**config.mk**
```make
export PLATFORM = sky130hd
export DESIGN_NAME = writeback_regfile_flat
export DESIGN_NICKNAME = d
export VERILOG_FILES = /design/src/rtl/writeback_regfile_pkg.sv /design/src/rtl/writeback_regfile_if.sv /design/src/rtl/writeback_regfile_wb_result_mux.sv /design/src/rtl/writeback_regfile.sv /design/src/flat_wrapper.sv
export SDC_FILE = /design/constraint.sdc
export NUM_CORES = 2
export LEC_CHECK = 0
export BUFFER_PORTS_ARGS = -buffer_cell sky130_fd_sc_hd__buf_2
export CORE_MARGIN = 4
export CORE_UTILIZATION = 40
export DETAILED_ROUTE_END_ITERATION = 16
export MAX_ROUTING_LAYER = met4
export PLACE_DENSITY = 0.67
export REMOVE_ABC_BUFFERS = 1
export SLEW_MARGIN = 20
export SYNTH_ARGS = -nofsm -noshare
export SYNTH_HDL_FRONTEND = slang
export SYNTH_SLANG_ARGS = --single-unit
export TNS_END_PERCENT = 100
```
**constraint.sdc**
```tcl
create_clock -name clk -period 2.5 [get_ports clk]
set_clock_uncertainty 0.05 [all_clocks]
set_input_delay 0.125 -clock clk [delete_from_list [all_inputs] [get_ports clk]]
set_output_delay 0.125 -clock clk [all_outputs]
set_load 0.1 [all_outputs]
```
**src/rtl/writeback_regfile_pkg.sv**
```systemverilog
// Shared CPU constants for the writeback stage, ALU and forwarding unit.
package writeback_regfile_pkg;
  localparam int DATA_W      = 32;
  localparam int ADDR_W      = 5;
  localparam int REG_COUNT   = 2 ** ADDR_W;
  localparam int UPPER_SHIFT = 16;
  localparam int RD_PORTS    = 2;
  localparam logic [ADDR_W-1:0] REG_ZERO = '0;

  typedef struct packed {
    logic              reg_write;
    logic              mem_to_reg;
    logic              upper;
    logic [ADDR_W-1:0] write_reg;
    logic [DATA_W-1:0] alu_result;
    logic [DATA_W-1:0] read_data;
  } wb_req_t;
endpackage

```
**src/rtl/writeback_regfile_if.sv**
```systemverilog
// W-stage write bundle, D-stage read ports and debug counter between pipeline and regfile.
interface writeback_regfile_if;
  import writeback_regfile_pkg::*;

  logic              reg_write_w;
  logic              mem_to_reg_w;
  logic [DATA_W-1:0] alu_result_w;
  logic [DATA_W-1:0] read_data_w;
  logic [ADDR_W-1:0] write_reg_w;
  logic              upper_w;
  logic [ADDR_W-1:0] read_reg1_d;
  logic [ADDR_W-1:0] read_reg2_d;
  logic [DATA_W-1:0] read_data1_d;
  logic [DATA_W-1:0] read_data2_d;
  logic [DATA_W-1:0] result_w;
  logic [31:0]       retire_count;

  modport master (
    output reg_write_w, mem_to_reg_w, alu_result_w, read_data_w, write_reg_w, upper_w,
           read_reg1_d, read_reg2_d,
    input  read_data1_d, read_data2_d, result_w, retire_count
  );

  modport slave (
    input  reg_write_w, mem_to_reg_w, alu_result_w, read_data_w, write_reg_w, upper_w,
           read_reg1_d, read_reg2_d,
    output read_data1_d, read_data2_d, result_w, retire_count
  );
endinterface

```
**src/rtl/writeback_regfile_wb_result_mux.sv**
```systemverilog
// Writeback result select; load-upper beats the mem/alu choice.
module wb_result_mux
  import writeback_regfile_pkg::*;
(
  input  logic              upper_i,
  input  logic              mem_to_reg_i,
  input  logic [DATA_W-1:0] alu_result_i,
  input  logic [DATA_W-1:0] read_data_i,
  output logic [DATA_W-1:0] result_o
);
  always_comb begin
    if (upper_i)
      result_o = alu_result_i << UPPER_SHIFT;
    else if (mem_to_reg_i)
      result_o = read_data_i;
    else
      result_o = alu_result_i;
  end
endmodule

```
**src/rtl/writeback_regfile.sv**
```systemverilog
// 32-entry architectural regfile with W-stage commit, write-through read bypass and retire counter.
module writeback_regfile
  import writeback_regfile_pkg::*;
(
  input  logic                 clk,
  input  logic                 reset,
  writeback_regfile_if.slave   wb
);
  wb_req_t                            req;
  logic [DATA_W-1:0]                  result;
  logic                               commit;
  logic [REG_COUNT-1:0][DATA_W-1:0]   regs_q;
  logic [31:0]                        retire_q, retire_d;
  logic [RD_PORTS-1:0][ADDR_W-1:0]    rd_idx;
  logic [RD_PORTS-1:0][DATA_W-1:0]    rd_data;

  assign req = '{reg_write:  wb.reg_write_w,
                 mem_to_reg: wb.mem_to_reg_w,
                 upper:      wb.upper_w,
                 write_reg:  wb.write_reg_w,
                 alu_result: wb.alu_result_w,
                 read_data:  wb.read_data_w};

  wb_result_mux u_mux (
    .upper_i      (req.upper),
    .mem_to_reg_i (req.mem_to_reg),
    .alu_result_i (req.alu_result),
    .read_data_i  (req.read_data),
    .result_o     (result)
  );

  assign commit   = req.reg_write && (req.write_reg != REG_ZERO) && !reset;
  assign retire_d = retire_q + 32'd1;

  // Entry 0 is only ever cleared, never written, so it stays at zero.
  always_ff @(posedge clk) begin
    if (reset) begin
      regs_q   <= '0;
      retire_q <= '0;
    end else if (commit) begin
      regs_q[req.write_reg] <= result;
      retire_q              <= retire_d;
    end
  end

  assign rd_idx[0] = wb.read_reg1_d;
  assign rd_idx[1] = wb.read_reg2_d;

  for (genvar p = 0; p < RD_PORTS; p++) begin : g_rd
    always_comb begin
      rd_data[p] = regs_q[rd_idx[p]];
      if (reset || rd_idx[p] == REG_ZERO)
        rd_data[p] = '0;
      else if (commit && req.write_reg == rd_idx[p])
        rd_data[p] = result;
    end
  end

  assign wb.read_data1_d = rd_data[0];
  assign wb.read_data2_d = rd_data[1];
  assign wb.result_w     = result;
  assign wb.retire_count = retire_q;
endmodule

```
**src/flat_wrapper.sv**
```systemverilog
// flat-port wrapper written by rule: the top's interface ports become plain ports
module writeback_regfile_flat import writeback_regfile_pkg::*;
  (clk, reset, wb_reg_write_w, wb_mem_to_reg_w, wb_alu_result_w, wb_read_data_w, wb_write_reg_w, wb_upper_w, wb_read_reg1_d, wb_read_reg2_d, wb_read_data1_d, wb_read_data2_d, wb_result_w, wb_retire_count);
  writeback_regfile_if wb_i ();
  input  logic clk;
  input  logic reset;
  input wire logic [$bits(wb_i.reg_write_w)-1:0] wb_reg_write_w;
  input wire logic [$bits(wb_i.mem_to_reg_w)-1:0] wb_mem_to_reg_w;
  input wire logic [$bits(wb_i.alu_result_w)-1:0] wb_alu_result_w;
  input wire logic [$bits(wb_i.read_data_w)-1:0] wb_read_data_w;
  input wire logic [$bits(wb_i.write_reg_w)-1:0] wb_write_reg_w;
  input wire logic [$bits(wb_i.upper_w)-1:0] wb_upper_w;
  input wire logic [$bits(wb_i.read_reg1_d)-1:0] wb_read_reg1_d;
  input wire logic [$bits(wb_i.read_reg2_d)-1:0] wb_read_reg2_d;
  output wire logic [$bits(wb_i.read_data1_d)-1:0] wb_read_data1_d;
  output wire logic [$bits(wb_i.read_data2_d)-1:0] wb_read_data2_d;
  output wire logic [$bits(wb_i.result_w)-1:0] wb_result_w;
  output wire logic [$bits(wb_i.retire_count)-1:0] wb_retire_count;
  assign wb_i.reg_write_w = wb_reg_write_w;
  assign wb_i.mem_to_reg_w = wb_mem_to_reg_w;
  assign wb_i.alu_result_w = wb_alu_result_w;
  assign wb_i.read_data_w = wb_read_data_w;
  assign wb_i.write_reg_w = wb_write_reg_w;
  assign wb_i.upper_w = wb_upper_w;
  assign wb_i.read_reg1_d = wb_read_reg1_d;
  assign wb_i.read_reg2_d = wb_read_reg2_d;
  assign wb_read_data1_d = wb_i.read_data1_d;
  assign wb_read_data2_d = wb_i.read_data2_d;
  assign wb_result_w = wb_i.result_w;
  assign wb_retire_count = wb_i.retire_count;
  writeback_regfile u_core (.clk(clk), .reset(reset), .wb(wb_i));
endmodule
```
==> flow_metrics.env <==
export IMPL_synth_area_mm2=0.0545
export IMPL_hold_end="u_core.wb.retire_count[30]$_SDFFE_PP0P_"
export IMPL_die_area_mm2=0.142
export IMPL_grt_pass1_wl_um=313000
export IMPL_worst_pin_slew_ns=0.893
export IMPL_overflow=0
export IMPL_seqCellArea_mm2=0.0213
export IMPL_synthCells=6204
export IMPL_critPathMaxFanout=3
export IMPL_start_util_pct=40.3
export IMPL_grt_pass1_vias=48700
export IMPL_synth_area_leaders="dfxtp_1 (39%), mux4_2 (16%), a21oi_1 (9.8%)"
export IMPL_violations="setup timing"
export IMPL_setup_worst_path_start_class="register"
export IMPL_synth_top_family_by_area="multiplexers"
export IMPL_rrSetupSlack_ns=0.59
export IMPL_ys_seq_elements=1056
export IMPL_drtIter0Drc=6850
export IMPL_place_ws_ns=-0.0521
export IMPL_synth_largest_area_cell="dfxtp_1"
export IMPL_pin_count=212
export IMPL_fin_tns_setup_ns=-2.05
export IMPL_ys_flop_type="dfxtp_1"
export IMPL_place_congestion=0.943
export IMPL_clock_latency_ns=0.73
export IMPL_reg2reg_from="u_core.wb.retire_count[18]$_SDFFE_PP0P_"
export IMPL_synthMostInstantiatedCell="nor2_1"
export IMPL_wl_per_cell_um=26.2
export IMPL_finalWorstSetupSlack_ns=-0.146
export IMPL_fin_nets=6362
export IMPL_rsz0062_at_grt="true"
export IMPL_hold_depth=4
export IMPL_dr_pass1_iters=8
export IMPL_outcome="finished, violations left"
export IMPL_synth_top_area_share_pct=38.8
export IMPL_syn_avg_cell_area_um2=8.78
export IMPL_synth_seq_area_share_pct=38.8
export IMPL_yosys_area_share_simple_pct=15.7
export IMPL_clock_sinks=1056
export IMPL_synth_xor_area_share_pct=0.515
export IMPL_finalHoldViolations=0
export IMPL_criticalPathCategory="register to primary output"
export IMPL_synth_compound_area_share_pct=17.0
export IMPL_cts_tree="built"
export IMPL_period_needed_ns=2.65
export IMPL_cts_clk_slew_worst_paths_ns=0.07
export IMPL_setup_viol=52
export IMPL_postRouteAntennaNets=0
export IMPL_layout_drive_gt1_share_pct=26.9
export IMPL_rows=135
export IMPL_r2r_end="u_core.wb.retire_count[26]$_SDFFE_PP0P_"
export IMPL_wl_um=214000
export IMPL_p_leak_nw=24.2
export IMPL_relSlewSlack_pct=40.5
export IMPL_grt_max_degree=165
export IMPL_ctsLongestPathBuffers=3
export IMPL_hold_class="primary input to register"
export IMPL_synth_cell_types=54
export IMPL_worstPathRequired_ns=2.33
export IMPL_synth_edf_count=0
export IMPL_fillers=12100
export IMPL_fin_crit_sh_pct=106
export IMPL_routed_via_count=51100
export IMPL_powerDensity_mw_per_mm2=589
export IMPL_finalMaxSlewViolations=0
export IMPL_multiInputGateArea_mm2=0.0325
export IMPL_fmax_mhz=378
export IMPL_cp_end_kind="primary output"
export IMPL_core_mm2=0.135
export IMPL_cap_violations=0
export IMPL_area_growth_pct=22.3
export IMPL_cp_data_arrival_time_ns=2.47
export IMPL_min_delay_start="reset"
export IMPL_worstRegToRegCells=5
export IMPL_synthTopCellsByCount="nor2_1 (1325), a21oi_1 (1063), dfxtp_1 (1056)"
export IMPL_synth_async_reset_ratio_pct=0
export IMPL_cts_buffers=112
export IMPL_ir_drop_v=0.000544
export IMPL_hpwlAfterDp_um=132000
export IMPL_clock_root_buffer="clkbuf_16"
export IMPL_synth_mux_area_share_pct=22.4
export IMPL_track_usage_pct=29.8
export IMPL_htreeDepth=3
export IMPL_die_h_um=377
export IMPL_via_per_inst=6.27
export IMPL_numPortBuffers=211
export IMPL_drc=0
export IMPL_antenna_found_initial=3
export IMPL_synth_fa_ha_area_share_pct=0.0230
export IMPL_die_w_um=377
export IMPL_p_total_mw=39.3
export IMPL_yosysWarnings=0
-- cell usage in the layout, fill, tap and decap left out, types with 136 or more instances in the layout --
master   count
nor2_1    1310
mux4_2     384
a22oi_2    155
nand2_1    669
dfxtp_1    920
dfxtp_2    136
mux2i_1    354
a21oi_1    994
buf_12     193
buf_4      261
-- worst max-delay path by stage --
| stage | start | slack [ns] | to | cells past startpoint |
|---|---|---|---|---|
| 3_3_place_gp | wb_read_reg2_d[2] | -0.05 | wb_read_data2_d[13] | 9 |
| 6_report | u_core.regs_q[1014]$_SDFFE_PP0P_ | -0.15 | wb_read_data1_d[22] | 5 |
| 4_1_cts | u_core.regs_q[758]$_SDFFE_PP0P_ | -0.13 | wb_read_data1_d[22] | 5 |
| 2_1_floorplan | wb_read_reg1_d[2] | -1.23 | wb_read_data1_d[0] | 5 |
| 3_5_place_dp | wb_read_reg2_d[2] | -0.05 | wb_read_data2_d[13] | 9 |
| 5_1_grt | u_core.regs_q[374]$_SDFFE_PP0P_ | -0.21 | wb_read_data2_d[22] | 6 |
-- kinds of logic (layout without fill, tap and decap cells) --
logic type      count (synthesis)  after routing
compound gates               1545           1545
xor+xnor                       32             32
fa+ha+maj                       1              1
buf+inv                       669            828
flops                        1056           1056
mux                           739            739
other cells                     0              2
simple gates                 2162           2162
-- sequential cells by signal, indices dropped and copies added, names as in the netlist --
name / cells
u_core.regs_q: 1024
u_core.wb.retire_count: 32
-- layout make-up --
class | instances | share of cell area, %
inverter | 39 | 0.220
multi-input combinational | 4479 | 48.8
clock buffer | 170 | 5.00
clock inverter | 30 | 0.734
timing repair buffer | 589 | 9.95
antenna | 2 | 0.00751
tap | 1781 | 3.34
sequential | 1056 | 32.0
-- repair_timing --
item / CTS / global route
pin swaps: 180 / 159
endpoints found under the setup margin: 64 / 64
gates cloned: 0 / 0
hold buffers: 6 / 0
endpoints found under the hold margin: 58 / 0
setup buffers: 2 / 8
resized for setup: 308 / 200
-- metal layers --
layer	vias up	track usage [%]	wire [um]
met1	24800	36.9	78600
met2	3402	45.0	95100
met3	812	7.04	26100
met5	-	-	0
li1	22000	-	-
met4	0	16.4	13800
-- per-stage QoR --
step | area, um^2 | std cells | hold slack [ns] | utilization (%)
global placement | 60600 | 7931 | 0.399 | 44.8
detailed placement | 60600 | 7931 | 0.407 | 44.8
finish | 66600 | 8146 | 0.0278 | 49.3
global route | 66600 | 8146 | 0.0283 | 49.3
CTS | 65800 | 8137 | 0.0100 | 48.7
floorplan | 51600 | 5574 | 0.144 | -
-- power breakdown --
part | internal, mW | leakage (nW) | switching, mW
Combinational | 1.52 | 13.8 | 3.32
Sequential | 16.9 | 8.57 | 0.0426
Clock | 10.3 | 1.87 | 7.22
-- critical path: stages, from the launching register on --
cell and delay [ns]:
dfxtp_2 0.33, mux4_2 0.53, a22oi_2 0.20, a21oi_2 0.09
a211o_1 0.39, buf_12 0.21
Power figures use the tool's default switching activity.
